File: src/rtl/ghr_pkg.sv
// rtl/ghr_pkg.sv - shared types and defaults for the speculative global-history controller
package ghr_pkg;

  localparam int GHR_W_DEF = 8;

  typedef enum logic [2:0] {
    EVT_NONE,
    EVT_PUSH,
    EVT_POP,
    EVT_PUSHPOP,
    EVT_REPAIR
  } ghr_evt_e;

endpackage

File: src/rtl/ghr_ckpt_fifo.sv
// rtl/ghr_ckpt_fifo.sv - checkpoint FIFO holding the history each in-flight branch predicted with
module ghr_ckpt_fifo #(
  parameter int W     = 8,
  parameter int DEPTH = 4
) (
  input  logic                       clk_i,
  input  logic                       rst_i,
  input  logic                       push_i,
  input  logic                       pop_i,
  input  logic                       clear_i,
  input  logic [W-1:0]               din_i,
  output logic [W-1:0]               head_o,
  output logic [$clog2(DEPTH):0]     cnt_o
);

  localparam int PW = $clog2(DEPTH);

  logic [W-1:0]  mem_q [DEPTH];
  logic [W-1:0]  mem_d [DEPTH];
  logic [PW-1:0] wr_ptr_q, wr_ptr_d;
  logic [PW-1:0] rd_ptr_q, rd_ptr_d;
  logic [PW:0]   cnt_q, cnt_d;

  // Next-state for pointers, count and storage; clear realigns read onto write
  always_comb begin
    mem_d    = mem_q;
    wr_ptr_d = wr_ptr_q;
    rd_ptr_d = rd_ptr_q;
    cnt_d    = cnt_q;
    if (clear_i) begin
      rd_ptr_d = wr_ptr_q;
      cnt_d    = '0;
    end else begin
      if (push_i) begin
        mem_d[wr_ptr_q] = din_i;
        wr_ptr_d        = wr_ptr_q + PW'(1);
      end
      if (pop_i) begin
        rd_ptr_d = rd_ptr_q + PW'(1);
      end
      if (push_i && !pop_i) begin
        cnt_d = cnt_q + (PW+1)'(1);
      end else if (pop_i && !push_i) begin
        cnt_d = cnt_q - (PW+1)'(1);
      end
    end
  end

  // State registers; storage is reset so the head never reads as X
  always_ff @(posedge clk_i or posedge rst_i) begin
    if (rst_i) begin
      for (int i = 0; i < DEPTH; i++) begin
        mem_q[i] <= '0;
      end
      wr_ptr_q <= '0;
      rd_ptr_q <= '0;
      cnt_q    <= '0;
    end else begin
      mem_q    <= mem_d;
      wr_ptr_q <= wr_ptr_d;
      rd_ptr_q <= rd_ptr_d;
      cnt_q    <= cnt_d;
    end
  end

  assign head_o = mem_q[rd_ptr_q];
  assign cnt_o  = cnt_q;

endmodule

File: src/rtl/ghr_spec_ctrl.sv
// rtl/ghr_spec_ctrl.sv - speculative and committed GHR with per-branch checkpoint repair
module ghr_spec_ctrl
  import ghr_pkg::*;
#(
  parameter int HISTORY_WIDTH = GHR_W_DEF,
  parameter int CKPT_DEPTH    = 4
) (
  input  logic                          clk_i,
  input  logic                          rst_i,
  input  logic                          fetch_br_valid_i,
  input  logic                          fetch_pred_taken_i,
  input  logic                          res_valid_i,
  input  logic                          res_taken_i,
  input  logic                          res_mispred_i,
  input  logic                          flush_i,
  output logic [HISTORY_WIDTH-1:0]      ghr_spec_o,
  output logic [HISTORY_WIDTH-1:0]      ghr_commit_o,
  output logic [HISTORY_WIDTH-1:0]      res_hist_o,
  output logic                          full_o,
  output logic                          empty_o,
  output logic [$clog2(CKPT_DEPTH):0]   ckpt_cnt_o,
  output logic                          err_o
);

  localparam int CW = $clog2(CKPT_DEPTH) + 1;
  localparam logic [CW-1:0] FULL_CNT = CW'(CKPT_DEPTH);

  logic [HISTORY_WIDTH-1:0] ghr_spec_q, ghr_spec_d;
  logic [HISTORY_WIDTH-1:0] ghr_commit_q, ghr_commit_d;
  logic                     err_q, err_d;
  logic [CW-1:0]            cnt;
  logic                     full, empty;
  logic                     res_ok, mispred, push_ok;
  logic                     fifo_push, fifo_pop, fifo_clear;
  ghr_evt_e                 evt;

  assign full    = (cnt == FULL_CNT);
  assign empty   = (cnt == '0);
  // A resolve with nothing in flight is a protocol error and is ignored entirely
  assign res_ok  = res_valid_i & ~empty;
  assign mispred = res_ok & res_mispred_i;
  assign push_ok = fetch_br_valid_i & ~full;

  // Priority decode: repair (mispredict or flush) overrides any push/pop this cycle
  always_comb begin
    evt = EVT_NONE;
    if (mispred || flush_i) begin
      evt = EVT_REPAIR;
    end else if (push_ok && res_ok) begin
      evt = EVT_PUSHPOP;
    end else if (push_ok) begin
      evt = EVT_PUSH;
    end else if (res_ok) begin
      evt = EVT_POP;
    end
  end

  assign fifo_push  = (evt == EVT_PUSH) || (evt == EVT_PUSHPOP);
  assign fifo_pop   = (evt == EVT_POP)  || (evt == EVT_PUSHPOP);
  assign fifo_clear = (evt == EVT_REPAIR);

  // GHR next-state: commit follows every valid resolve; repair reloads spec from the new commit
  always_comb begin
    ghr_commit_d = ghr_commit_q;
    ghr_spec_d   = ghr_spec_q;
    err_d        = err_q | (fetch_br_valid_i & full) | (res_valid_i & empty);
    if (res_ok) begin
      ghr_commit_d = {ghr_commit_q[HISTORY_WIDTH-2:0], res_taken_i};
    end
    if (evt == EVT_REPAIR) begin
      ghr_spec_d = ghr_commit_d;
    end else if (fifo_push) begin
      ghr_spec_d = {ghr_spec_q[HISTORY_WIDTH-2:0], fetch_pred_taken_i};
    end
  end

  // History and sticky error registers
  always_ff @(posedge clk_i or posedge rst_i) begin
    if (rst_i) begin
      ghr_spec_q   <= '0;
      ghr_commit_q <= '0;
      err_q        <= 1'b0;
    end else begin
      ghr_spec_q   <= ghr_spec_d;
      ghr_commit_q <= ghr_commit_d;
      err_q        <= err_d;
    end
  end

  ghr_ckpt_fifo #(
    .W     (HISTORY_WIDTH),
    .DEPTH (CKPT_DEPTH)
  ) u_fifo (
    .clk_i   (clk_i),
    .rst_i   (rst_i),
    .push_i  (fifo_push),
    .pop_i   (fifo_pop),
    .clear_i (fifo_clear),
    .din_i   (ghr_spec_q),
    .head_o  (res_hist_o),
    .cnt_o   (cnt)
  );

  assign ghr_spec_o   = ghr_spec_q;
  assign ghr_commit_o = ghr_commit_q;
  assign full_o       = full;
  assign empty_o      = empty;
  assign ckpt_cnt_o   = cnt;
  assign err_o        = err_q;

endmodule
File: config.mk
export PLATFORM = sky130hd
export DESIGN_NAME = ghr_spec_ctrl
export DESIGN_NICKNAME = d
export VERILOG_FILES = /design/src/rtl/ghr_pkg.sv /design/src/rtl/ghr_ckpt_fifo.sv /design/src/rtl/ghr_spec_ctrl.sv
export SDC_FILE = /design/constraint.sdc
export NUM_CORES = 1
export LEC_CHECK = 0
export BUFFER_PORTS_ARGS = -buffer_cell sky130_fd_sc_hd__buf_2
export CAP_MARGIN = 15
export CORE_ASPECT_RATIO = 0.75
export CORE_MARGIN = 1
export CORE_UTILIZATION = 49
export CTS_CLUSTER_DIAMETER = 80
export DETAILED_ROUTE_END_ITERATION = 12
export HOLD_SLACK_MARGIN = 0.02
export PLACE_DENSITY_LB_ADDON = 0.25
export RECOVER_POWER = 100
export SLEW_MARGIN = 40
export SYNTH_ARGS = -nofsm -noshare
export SYNTH_HDL_FRONTEND = slang
export SYNTH_SLANG_ARGS = --single-unit
File: constraint.sdc
create_clock -name clk_i -period 3.1 [get_ports clk_i]
set_input_delay 0.155 -clock clk_i [delete_from_list [all_inputs] [get_ports clk_i]]
set_output_delay 0.155 -clock clk_i [all_outputs]
set_load 0.03 [all_outputs]
Word-level counts from Yosys, hierarchy flattened
Index checks and enable logic that the tools add are counted.
{ "word_totals": {"wordCells": 66, "ff_bits": 56, "input_bits": 8} }
{ "op_classes": {"n_reduce_logical": 14, "order_cmp": 3, "eq_ne": 5, "addsub": 4, "n_bitwise": 12, "mux": 18} }
{ "ops": {"columns": ["operator", "count"], "rows": [
  ["two-way mux 8 bit", 6],
  ["bitwise mux 32 bit", 1],
  ["binary-select mux 8 bit (select 2 bit)", 1],
  ["demux 8 bit (select 2 bit)", 1],
  ["two-way mux 3 bit", 4],
  ["two-way mux 2 bit", 5],
  ["equality test 3 x 2 -> 1 bit, second input constant", 2],
  ["equality test 3 bit, second input constant", 2],
  [">= comparator 3 bit, second input constant", 2],
  ["inverter 2 -> 3 bit", 2],
  ["bitwise AND 1 bit", 5],
  ["adder 2 x 1 -> 2 bit, second input constant", 2],
  ["logical AND 1 bit", 4],
  ["nonzero test 2 bit", 2],
  ["adder 3 x 1 -> 3 bit, second input constant", 1],
  ["equality test 3 x 1 -> 1 bit, second input constant", 1],
  ["zero test 3 bit", 1],
  ["logical OR 1 bit", 3],
  ["< comparator 3 x 1 -> 1 bit, second input constant", 1],
  ["inverter 1 bit", 3],
  ["nonzero test 3 bit", 1],
  ["subtractor 3 x 1 -> 3 bit, second input constant", 1],
  ["zero test 1 bit", 2],
  ["bitwise OR 1 bit", 2],
  ["AND reduction 2 bit", 1]
]} }

Depth between registers and ports, before layout
Gate-level depths: netlist of run 1.
{ "depth": {"depth_word": 14, "mapped_depth": 9} }

Cells and area by module
Synthesis of run 1 repeated with hierarchy kept, for this count alone.
{ "hier_totals": {"cells_unflattened": 204, "area_unflattened_um2": 2900.3} }
{ "modules_own_cells": {"columns": ["module", "area_each_um2", "n_inst", "cells_per_inst"], "rows": [
  ["ghr_ckpt_fifo", 1966.9, 1, 118],
  ["ghr_spec_ctrl", 933.4, 1, 86]
]} }

Worst setup path after synthesis of run 1
No wires, ideal clock.
{ "synth_path": {"path_type": "register -> register", "from": "register u_fifo.cnt_q[0] (netlist: u_fifo.cnt_o[0])", "to": "register u_fifo.cnt_q[2] (netlist: u_fifo.cnt_o[2])", "arrival_ns": 2.483, "slack_ns": 0.495, "stages_incl_launch_ff": 10, "path_cell_list": "dfrtp_1 > or3b_1 > and2_1 > buf_6 > buf_2 > nand2_1 > fa_1 > and3_1 > a221o_1 > a32o_1"} }
{ "synth_via": {"elab_chain_len": 13, "elab_cells_between_ends": 29} }
{ "synth_rtl": {"columns": ["item", "line", "rtl"], "rows": [
  ["start, declared", "ghr_ckpt_fifo.sv:22", "logic [PW:0] cnt_q, cnt_d;"],
  ["start signal, assigned", "ghr_ckpt_fifo.sv:62", "cnt_q <= cnt_d;"],
  ["zero test 3 bit", "ghr_spec_ctrl.sv:38", "assign empty = (cnt == '0);"],
  ["inverter 1 bit", "ghr_spec_ctrl.sv:40", "assign res_ok = res_valid_i & ~empty;"],
  ["bitwise AND 1 bit", "ghr_spec_ctrl.sv:40", null],
  ["two-way mux 2 bit", "ghr_spec_ctrl.sv:53", "end else if (res_ok) begin"],
  ["two-way mux 2 bit", "ghr_spec_ctrl.sv:51", "end else if (push_ok) begin"],
  ["two-way mux 2 bit", "ghr_spec_ctrl.sv:49", "end else if (push_ok && res_ok) begin"],
  ["two-way mux 3 bit", "ghr_spec_ctrl.sv:47", "if (mispred || flush_i) begin"],
  ["equality test 3 x 2 -> 1 bit (on tied branches)", "ghr_spec_ctrl.sv:59, ghr_spec_ctrl.sv:58", null],
  ["logical OR 1 bit", "ghr_spec_ctrl.sv:59", "assign fifo_pop = (evt == EVT_POP) || (evt == EVT_PUSHPOP);"],
  ["zero test 1 bit", "ghr_ckpt_fifo.sv:41", "if (push_i && !pop_i) begin"],
  ["logical AND 1 bit", "ghr_ckpt_fifo.sv:41", null],
  ["two-way mux 3 bit", "ghr_ckpt_fifo.sv:41", null],
  ["two-way mux 3 bit", "ghr_ckpt_fifo.sv:30", "if (clear_i) begin"]
]} }
Parallel ways exist; a longest one is shown, timed or not. The select of a mux whose other input is x is not followed.
A chain may end at the register's enable or synchronous reset.

Worst setup path after layout of run 1
Same ends and word-level chain as after synthesis.

==> impl_metrics.py, run 1 <==
metrics = {
    "detailed_routing": {
        "drt_wl_total_um": 5000,
        "first_pass_iters": 4,
        "wl_met2_um": 2270,
        "drc": 0,
        "wl_met1_um": 2520,
        "drt_iter0_markers": 86,
        "wl_met3_um": 183,
        "viasPerCell": 5.38,
        "wl_per_cell_um": 16.2,
        "detail-route-antenna-nets": 0,
        "num_vias": 1656,
        "highest_layer": "met4",
    },
    "clock_network": {
        "cts_resized": 0,
        "post_cts_buffers": 0,
        "cts_buffer_depth": 2,
        "cts.htree.levels": 2,
        "numCtsBuffers": 5,
        "cts_hold_buf": 1,
        "clock-sinks": 56,
        "insertion_delay_ps": 300,
        "cts_root_buffer": "clkbuf_8",
        "cts_tree": "yes",
        "clkTransAtPathRegs_ps": 100,
    },
    "setup_path": {
        "critPathMaxFanout": 11,
        "path_cells": "o31a_1 > nor2_1 > nand2_1 > fa_1 > and3_1 > a221o_1 > a32o_1",
        "crit_arrival_ps": 2730,
        "cp_top_family": "compound AO/OA/AOI/OAI gates",
        "path_class": "reg2reg",
        "end_kind": "register",
        "regToRegStartpoint": "u_fifo.cnt_o[0]",
        "critPathLaunch": "u_fifo.cnt_o[0]",
        "start_kind": "register",
        "worst_r2r_endpoint": "u_fifo.cnt_o[2]",
        "reg2reg_depth": 7,
        "worst_ep_required_time_ps": 3300,
        "timing.critical_path.buf_inv": 0,
        "rrSetupSlack_ps": 570,
        "crit_path_max_incr_delay_ps": 490,
        "critPathSlowestCell": "o31a_1",
    },
    "grt": {
        "grt.total_usage": 0.198,
        "grt_pass1_wl_um": 8490,
        "overflow": 0,
        "grt_start_max_net_pins": 30,
        "grt_pass1_vias": 1660,
        "antenna_found_initial": 0,
    },
    "yosys": {
        "netlist_area_sq_mm": 0.00264,
        "syn_area_per_cell_sq_um": 13.6,
        "yosys.area_share.xor_xnor": 0.00663,
        "syn_inst": 195,
        "synth.mux.area_fraction": 0.250,
        "synth_top_family_by_area": "multiplexers",
        "yosys_warnings": 0,
        "yosysTopAreaCell": "dfrtp_1",
        "syn_nets": 208,
        "yosysTopAreaCellShare": 0.530,
        "synth.top_cells.by_area": "dfrtp_1, mux2_2, mux4_2",
        "synth_cell_type_count": 35,
        "synth_simple_gate_area_frac": 0.0904,
        "synth_compound_area_frac": 0.0715,
        "synth-seq-cells": 56,
        "seq_area_frac_synth": 0.530,
        "synthAdderAreaFrac": 0.0265,
    },
    "final_layout": {
        "fin_nets": 248,
        "layout-drive-gt1-share": 0.254,
        "multi_input_area_sq_mm": 0.00112,
        "fin_cells": 308,
        "ff_latch_area_sq_mm": 0.00140,
        "diodes": 0,
        "fillers": 436,
        "syn_to_final_growth_pct": 9.84,
    },
    "hold_path": {
        "hold_end": "ghr_spec_o[0]",
        "hp-start": "fetch_pred_taken_i",
        "min_path_type": "in2reg",
        "hold_path_depth": 3,
    },
    "placed_design": {
        "dp_cells": 299,
        "gp_congestion": 0.825,
        "place_hpwl_um": 3470,
        "port_buffers": 37,
    },
    "floorplanning": {
        "fp.dieH_um": 65.6,
        "start_util": 0.525,
        "row_count": 22,
        "fp.dieArea_sq_mm": 0.00570,
        "die_w_um": 86.8,
        "ios": 38,
        "core_sq_mm": 0.00504,
    },
    "sta": {
        "hold_violations": 0,
        "worst_pin_slew_ps": 1090,
        "fmax_ghz": 0.395,
        "fin_crit_sh": 0.817,
        "fin_hold_ws_ps": 94.4,
        "setup_viol_count_final": 0,
        "slew_headroom": 0.270,
        "finClkSkew_ps": 3.16,
        "rsz0062_at_grt": "no",
        "period_minus_slack_ps": 2530,
        "tns_ps": 0,
        "drv_slew": 0,
    },
    "pwr": {
        "power.leakage_nw": 1.26,
        "power-per-cell-area_mw_per_mm2": 1190,
        "ir_worst_vdd_mv": 0.644,
    },
    "flow_run": {
        "drv_cap": 0,
    },
    "run_status": {
        "outcome": "completed",
    },
}
==> power breakdown <==
group	switching (mW)	leakage, nW	internal, mW
sequential	0.358	0.669	1.09
clock	0.230	0.0445	0.182
combinational	0.941	0.543	0.650
==> per-layer routing <==
metal  up-vias  GRT usage
li1        788          -
met1       831      0.284
met2        33      0.308
met3         4     0.0415
met4         0     0.0542
met5         -          0
==> tightest hold or removal path: cells and delay by family <==
kind | cells | cell delay, ps
buf+inv | 1 | 90
compound gates | 1 | 70
simple gates | 1 | 40
==> final cells by class <==
cell class / instances / area share
Clock buffer: 7 / 0.0297
Clock inverter: 1 / 0.00259
Inverter: 6 / 0.00776
Multi-Input combinational cell: 125 / 0.386
Sequential cell: 56 / 0.483
Tap cell: 72 / 0.0310
Timing Repair Buffer: 41 / 0.0599
==> metrics by stage <==
stage	area (sq um)	worst slack (ps)	power, mW	utilization
floorplan	2640	495	2.71	-
global route	2900	470	3.68	0.577
CTS	3000	578	3.59	0.596
finish	2900	567	3.45	0.577
detailed placement	2900	597	3.17	0.576
global placement	2900	664	3.12	0.576
==> worst max path at each step <==
| stage | endpoint | slack [ps] | depth (start not counted) |
|---|---|---|---|
| detailed placement | u_fifo.cnt_o[2] | 600 | 7 |
| global placement | u_fifo.cnt_o[2] | 660 | 7 |
| global route | u_fifo.cnt_o[2] | 470 | 7 |
| floorplan | u_fifo.cnt_o[2] | 500 | 9 |
| finish | u_fifo.cnt_o[2] | 570 | 7 |
| CTS | u_fifo.cnt_o[2] | 580 | 7 |
==> cells in the mapped netlist, drive strengths merged <==
cell	instances
nand3	4
mux2i	2
mux4	8
o22a	1
o31a	1
clkbuf	3
or4b	1
nand2	20
o2111ai	1
and2	1
a32o	1
o41ai	1
nor2	12
inv	6
ha	4
o21ai	3
or3b	1
o31ai	1
a21oi	2
a22o	1
xnor2	2
and3	2
nor3	1
buf	5
a31oi	8
dfrtp	56
fa	1
a31o	1
nor2b	1
a221o	2
o21a	1
mux2	41
==> registers in the layout (all words and copies together) (netlist names) <==
register and flops:
err_o 1, ghr_commit_o 8, ghr_spec_o 8, u_fifo.cnt_o 3, u_fifo.mem_q 32, u_fifo.rd_ptr_q 2, u_fifo.wr_ptr_q 2
==> kinds of logic after synthesis <==
family                   after synthesis
flip-flops                            56
multiplexers                          51
AND/OR/NAND/NOR                       43
AO/OA/AOI/OAI                         24
buffers and inverters                 14
adder cells (fa/ha/maj)                5
XOR/XNOR                               2
==> layout by cell type, fill, tap and decap left out, types with 6 or more instances in the layout <==
master    instances
buf_2             7
nand2_1          20
a31oi_1           8
dfrtp_1          56
inv_1             6
mux2_1            8
mux4_2            8
mux2_2           33
clkbuf_1         32
nor2_1           12
clkbuf_8          6
No activity file was read; power rests on OpenSTA's default activity.
==> run 2, diff against run 1 <==
==> constraint.sdc (replaced) <==
create_clock -name clk_i -period 2.6 [get_ports clk_i]
set_input_delay 0.13 -clock clk_i [delete_from_list [all_inputs] [get_ports clk_i]]
set_output_delay 0.13 -clock clk_i [all_outputs]
set_load 0.03 [all_outputs]
==> impl_metrics.py, run 2 (synthesis results as in run 1) <==
metrics = {
    "run_status": {
        "outcome": "completed",
    },
    "grt": {
        "grt_pass1_wl_um": 9050,
        "grt_pass1_vias": 1761,
        "grt.total_usage": 0.214,
        "grt_start_max_net_pins": 30,
        "antenna_found_initial": 0,
        "overflow": 0,
    },
    "hold_path": {
        "hold_path_depth": 3,
        "min_path_type": "in2reg",
        "hold_end": "ghr_spec_o[0]",
        "hp-start": "fetch_pred_taken_i",
    },
    "sta": {
        "tns_ps": 0,
        "rsz0062_at_grt": "no",
        "fin_hold_ws_ps": 64.6,
        "drv_slew": 0,
        "period_minus_slack_ps": 2320,
        "fmax_ghz": 0.431,
        "worst_pin_slew_ps": 1140,
        "finClkSkew_ps": 14.2,
        "hold_violations": 0,
        "slew_headroom": 0.241,
        "fin_crit_sh": 0.892,
        "setup_viol_count_final": 0,
    },
    "final_layout": {
        "largest_reg_flops": 32,
        "utilization": 0.584,
        "layout-drive-gt1-share": 0.272,
        "diodes": 0,
        "multi_input_area_sq_mm": 0.00115,
        "syn_to_final_growth_pct": 11.3,
        "fillers": 444,
        "ff_latch_area_sq_mm": 0.00140,
        "fin_nets": 251,
        "final_common_cell": "dfrtp_1",
        "top_register": "u_fifo.mem_q",
        "layout_common_cells": "dfrtp_1, clkbuf_1, mux2_2",
    },
    "floorplanning": {
        "die_w_um": 86.8,
        "start_util": 0.525,
        "core_sq_mm": 0.00504,
        "fp.dieArea_sq_mm": 0.00570,
        "ios": 38,
        "fp.dieH_um": 65.6,
        "row_count": 22,
    },
    "clock_network": {
        "post_cts_buffers": 0,
        "clkTransAtPathRegs_ps": 110,
        "numCtsBuffers": 5,
        "cts_buffer_depth": 2,
        "cts_hold_buf": 1,
        "cts_root_buffer": "clkbuf_8",
        "cts.htree.levels": 2,
        "cts_tree": "yes",
        "cts_resized": 0,
        "insertion_delay_ps": 310,
        "clock-sinks": 56,
    },
    "detailed_routing": {
        "first_pass_iters": 4,
        "drt_iter0_markers": 90,
        "detail-route-antenna-nets": 0,
        "drc": 0,
        "drt_wl_total_um": 5140,
        "num_vias": 1717,
        "wl_per_cell_um": 16.5,
        "viasPerCell": 5.52,
    },
    "pwr": {
        "pwr-share-clk": 0.116,
        "p_sw_frac": 0.448,
        "p_int_mw": 2.28,
        "combPwrFrac": 0.469,
        "p_sw_mw": 1.85,
        "power.leakage_nw": 1.26,
        "ir_worst_vdd_mv": 0.842,
        "power-per-cell-area_mw_per_mm2": 1400,
        "p_seq_frac": 0.415,
        "total_power_mw": 4.13,
    },
    "flow_run": {
        "drv_cap": 0,
    },
    "setup_path": {
        "regToRegStartpoint": "u_fifo.cnt_o[0]",
        "crit_arrival_ps": 2530,
        "worst_r2r_endpoint": "u_fifo.cnt_o[2]",
        "reg2reg_depth": 7,
        "rrSetupSlack_ps": 280,
        "end_kind": "register",
        "worst_ep_required_time_ps": 2810,
        "start_kind": "register",
        "path_class": "reg2reg",
        "critPathMaxFanout": 8,
    },
    "placed_design": {
        "gp_congestion": 0.795,
        "place_hpwl_um": 3660,
        "port_buffers": 37,
    },
}
[run 2: per-stage QoR]
step	cells	area, sq um	worst slack, ps
6_report	311	2940	282
5_1_grt	311	2940	142
2_1_floorplan	195	2650	13.4
3_5_place_dp	302	2920	302
4_1_cts	311	3020	285
3_3_place_gp	302	2920	377
[run 2: power by group through the flow]
stage | clock, mW | combinational, mW | sequential, mW
after floorplan | 0 | 1.39 | 1.85
after global placement | 0 | 2.04 | 1.72
after detailed placement | 0 | 2.06 | 1.74
after CTS | 0.486 | 2.07 | 1.73
after global routing | 0.520 | 2.09 | 1.81
final | 0.479 | 1.94 | 1.71
[run 2: critical path, stage by stage, from the launching register on]
cell,delay [ps]
dfrtp_1,490
o31a_1,330
nor2_1,160
nand2_1,100
fa_1,420
and3_1,200
a221o_1,290
a32o_1,240
[run 2: metal layers]
layer	vias up	global-route usage	wire, um
met5	-	0	0
met4	0	0.0667	50
met3	7	0.0389	191
met2	34	0.329	2390
met1	884	0.311	2510
li1	792	-	-
[run 2: layout make-up]
type / count / share of cell area
timing repair buffer: 44 / 0.0642
multi-input combinational: 125 / 0.391
clock inverter: 2 / 0.00553
clock buffer: 6 / 0.0247
sequential: 56 / 0.476
tap: 72 / 0.0306
inverter: 6 / 0.00766
[run 2: worst max path at each step]
stage	start	to	slack, ps	depth (start not counted)
floorplan	u_fifo.cnt_o[1]	u_fifo.cnt_o[2]	10	9
global placement	u_fifo.cnt_o[2]	u_fifo.cnt_o[2]	380	7
detailed placement	u_fifo.cnt_o[2]	u_fifo.cnt_o[2]	300	7
CTS	u_fifo.cnt_o[2]	u_fifo.cnt_o[2]	290	7
global route	u_fifo.cnt_o[0]	u_fifo.mem_q[31]	140	5
finish	u_fifo.cnt_o[0]	u_fifo.cnt_o[2]	280	7
==> run 3, diff against run 2 <==
--- a/config.mk
+++ b/config.mk
@@ -7,9 +7,11 @@
 export LEC_CHECK = 0
 export BUFFER_PORTS_ARGS = -buffer_cell sky130_fd_sc_hd__buf_2
 export CAP_MARGIN = 15
+export CELL_PAD_IN_SITES_DETAIL_PLACEMENT = 1
+export CELL_PAD_IN_SITES_GLOBAL_PLACEMENT = 1
 export CORE_ASPECT_RATIO = 0.75
 export CORE_MARGIN = 1
-export CORE_UTILIZATION = 49
+export CORE_UTILIZATION = 46
 export CTS_CLUSTER_DIAMETER = 80
 export DETAILED_ROUTE_END_ITERATION = 12
 export HOLD_SLACK_MARGIN = 0.02
==> impl_metrics.py, run 3 (synthesis results as in run 1) <==
metrics = {
    "detailed_routing": {
        "wl_per_cell_um": 19.0,
        "first_pass_iters": 4,
        "wl_met2_um": 2990,
        "highest_layer": "met4",
        "detail-route-antenna-nets": 0,
        "num_vias": 1754,
        "drt_iter0_markers": 63,
        "viasPerCell": 5.60,
        "wl_met1_um": 2770,
        "wl_met3_um": 183,
        "drc": 0,
        "drt_wl_total_um": 5950,
    },
    "final_layout": {
        "top_register": "u_fifo.mem_q",
        "diodes": 0,
        "syn_to_final_growth_pct": 11.8,
        "final_common_cell": "dfrtp_1",
        "layout_common_cells": "dfrtp_1, mux2_2, clkbuf_1",
        "largest_reg_flops": 32,
        "fin_nets": 251,
        "fin_cells": 313,
        "layout-drive-gt1-share": 0.273,
    },
    "clock_network": {
        "cts_hold_buf": 1,
        "cts_tree": "yes",
        "cts.htree.levels": 2,
        "cts_root_buffer": "clkbuf_8",
        "post_cts_buffers": 0,
        "cts_buffer_depth": 2,
        "insertion_delay_ps": 310,
        "numCtsBuffers": 5,
        "clkTransAtPathRegs_ps": 90,
        "clock-sinks": 56,
        "cts_resized": 0,
    },
    "hold_path": {
        "hold_end": "ghr_commit_o[0]",
        "hp-start": "res_taken_i",
        "hold_path_depth": 2,
        "min_path_type": "in2reg",
    },
    "sta": {
        "hold_violations": 0,
        "finClkSkew_ps": 7.25,
        "fin_crit_sh": 0.901,
        "fmax_ghz": 0.427,
        "rsz0062_at_grt": "no",
        "slew_headroom": 0.108,
        "drv_slew": 0,
        "tns_ps": 0,
        "setup_viol_count_final": 0,
        "worst_pin_slew_ps": 1340,
        "period_minus_slack_ps": 2340,
    },
    "grt": {
        "overflow": 0,
        "grt.total_usage": 0.223,
        "grt_pass1_wl_um": 9650,
        "antenna_found_initial": 0,
        "grt_start_max_net_pins": 36,
        "grt_pass1_vias": 1857,
    },
    "pwr": {
        "power.leakage_nw": 1.26,
        "pwr-share-clk": 0.107,
        "p_seq_frac": 0.417,
        "ir_worst_vdd_mv": 0.639,
        "p_int_mw": 2.28,
        "p_sw_mw": 1.91,
        "total_power_mw": 4.19,
        "combPwrFrac": 0.476,
        "p_sw_frac": 0.456,
        "power-per-cell-area_mw_per_mm2": 1420,
    },
    "setup_path": {
        "regToRegStartpoint": "u_fifo.cnt_o[0]",
        "worst_r2r_endpoint": "u_fifo.cnt_o[2]",
        "rrSetupSlack_ps": 260,
        "crit_arrival_ps": 2550,
        "end_kind": "register",
        "worst_ep_required_time_ps": 2810,
        "critPathSlowestCell": "dfrtp_1",
        "critPathMaxFanout": 8,
        "crit_path_max_incr_delay_ps": 490,
        "reg2reg_depth": 7,
        "start_kind": "register",
        "path_class": "reg2reg",
        "path_cells": "o31a_1 > nor2_1 > nand2_1 > fa_1 > and3_1 > a221o_1 > a32o_1",
    },
    "floorplanning": {
        "core_sq_mm": 0.00544,
        "die_w_um": 89.5,
        "row_count": 23,
        "fp.dieH_um": 67.7,
        "ios": 38,
        "fp.dieArea_sq_mm": 0.00606,
        "start_util": 0.486,
    },
    "placed_design": {
        "gp_congestion": 0.748,
        "port_buffers": 37,
        "place_hpwl_um": 4330,
        "dp_cells": 305,
    },
    "run_status": {
        "outcome": "completed",
    },
    "flow_run": {
        "drv_cap": 0,
    },
}
[run 3: critical path: cells and delay by family (launching register included)]
| kind | cells | cell delay (ps) |
|---|---|---|
| flops | 1 | 490 |
| fa+ha+maj | 1 | 410 |
| simple gates | 3 | 460 |
| compound gates | 3 | 870 |
[run 3: worst max path at each step]
stage | from | endpoint | slack (ps) | cells after the start
after floorplan | u_fifo.cnt_o[1] | u_fifo.cnt_o[2] | 10 | 9
after global placement | u_fifo.cnt_o[2] | u_fifo.cnt_o[2] | 380 | 7
after detailed placement | u_fifo.cnt_o[2] | u_fifo.cnt_o[2] | 290 | 7
after CTS | u_fifo.cnt_o[2] | u_fifo.cnt_o[2] | 270 | 7
after global routing | u_fifo.cnt_o[0] | u_fifo.cnt_o[2] | 130 | 7
final | u_fifo.cnt_o[0] | u_fifo.cnt_o[2] | 260 | 7
[run 3: layout make-up]
| cell class | count | area [sq um] |
|---|---|---|
| fill | 562 | 2480 |
| timing repair buffer | 44 | 189 |
| clock inverter | 1 | 5.00 |
| tap | 75 | 93.8 |
| clock buffer | 6 | 72.6 |
| multi-input combinational | 125 | 1170 |
| sequential | 56 | 1400 |
| inverter | 6 | 22.5 |
[run 3: metrics by stage]
| stage | setup WS (ps) | area [sq um] | hold WS (ps) | utilization |
|---|---|---|---|---|
| 2_1_floorplan | 13.4 | 2650 | 256 | - |
| 3_3_place_gp | 380 | 2930 | 312 | 0.538 |
| 3_5_place_dp | 289 | 2930 | 309 | 0.538 |
| 4_1_cts | 270 | 3010 | 67.8 | 0.554 |
| 5_1_grt | 129 | 2960 | 76.0 | 0.544 |
| 6_report | 257 | 2960 | 73.2 | 0.544 |
[run 3: power groups by stage]
stage / Clock [mW] / Sequential [mW] / Combinational [mW]
floorplan: 0 / 1.85 / 1.39
global placement: 0 / 1.73 / 2.03
detailed placement: 0 / 1.77 / 2.11
CTS: 0.469 / 1.75 / 2.12
global route: 0.498 / 1.82 / 2.16
finish: 0.450 / 1.75 / 2.00
[run 3: per-layer routing]
layer  track usage  vias up
li1              -      792
met1         0.307      934
met2         0.369       26
met3        0.0477        2
met4        0.0377        0
met5             0        -
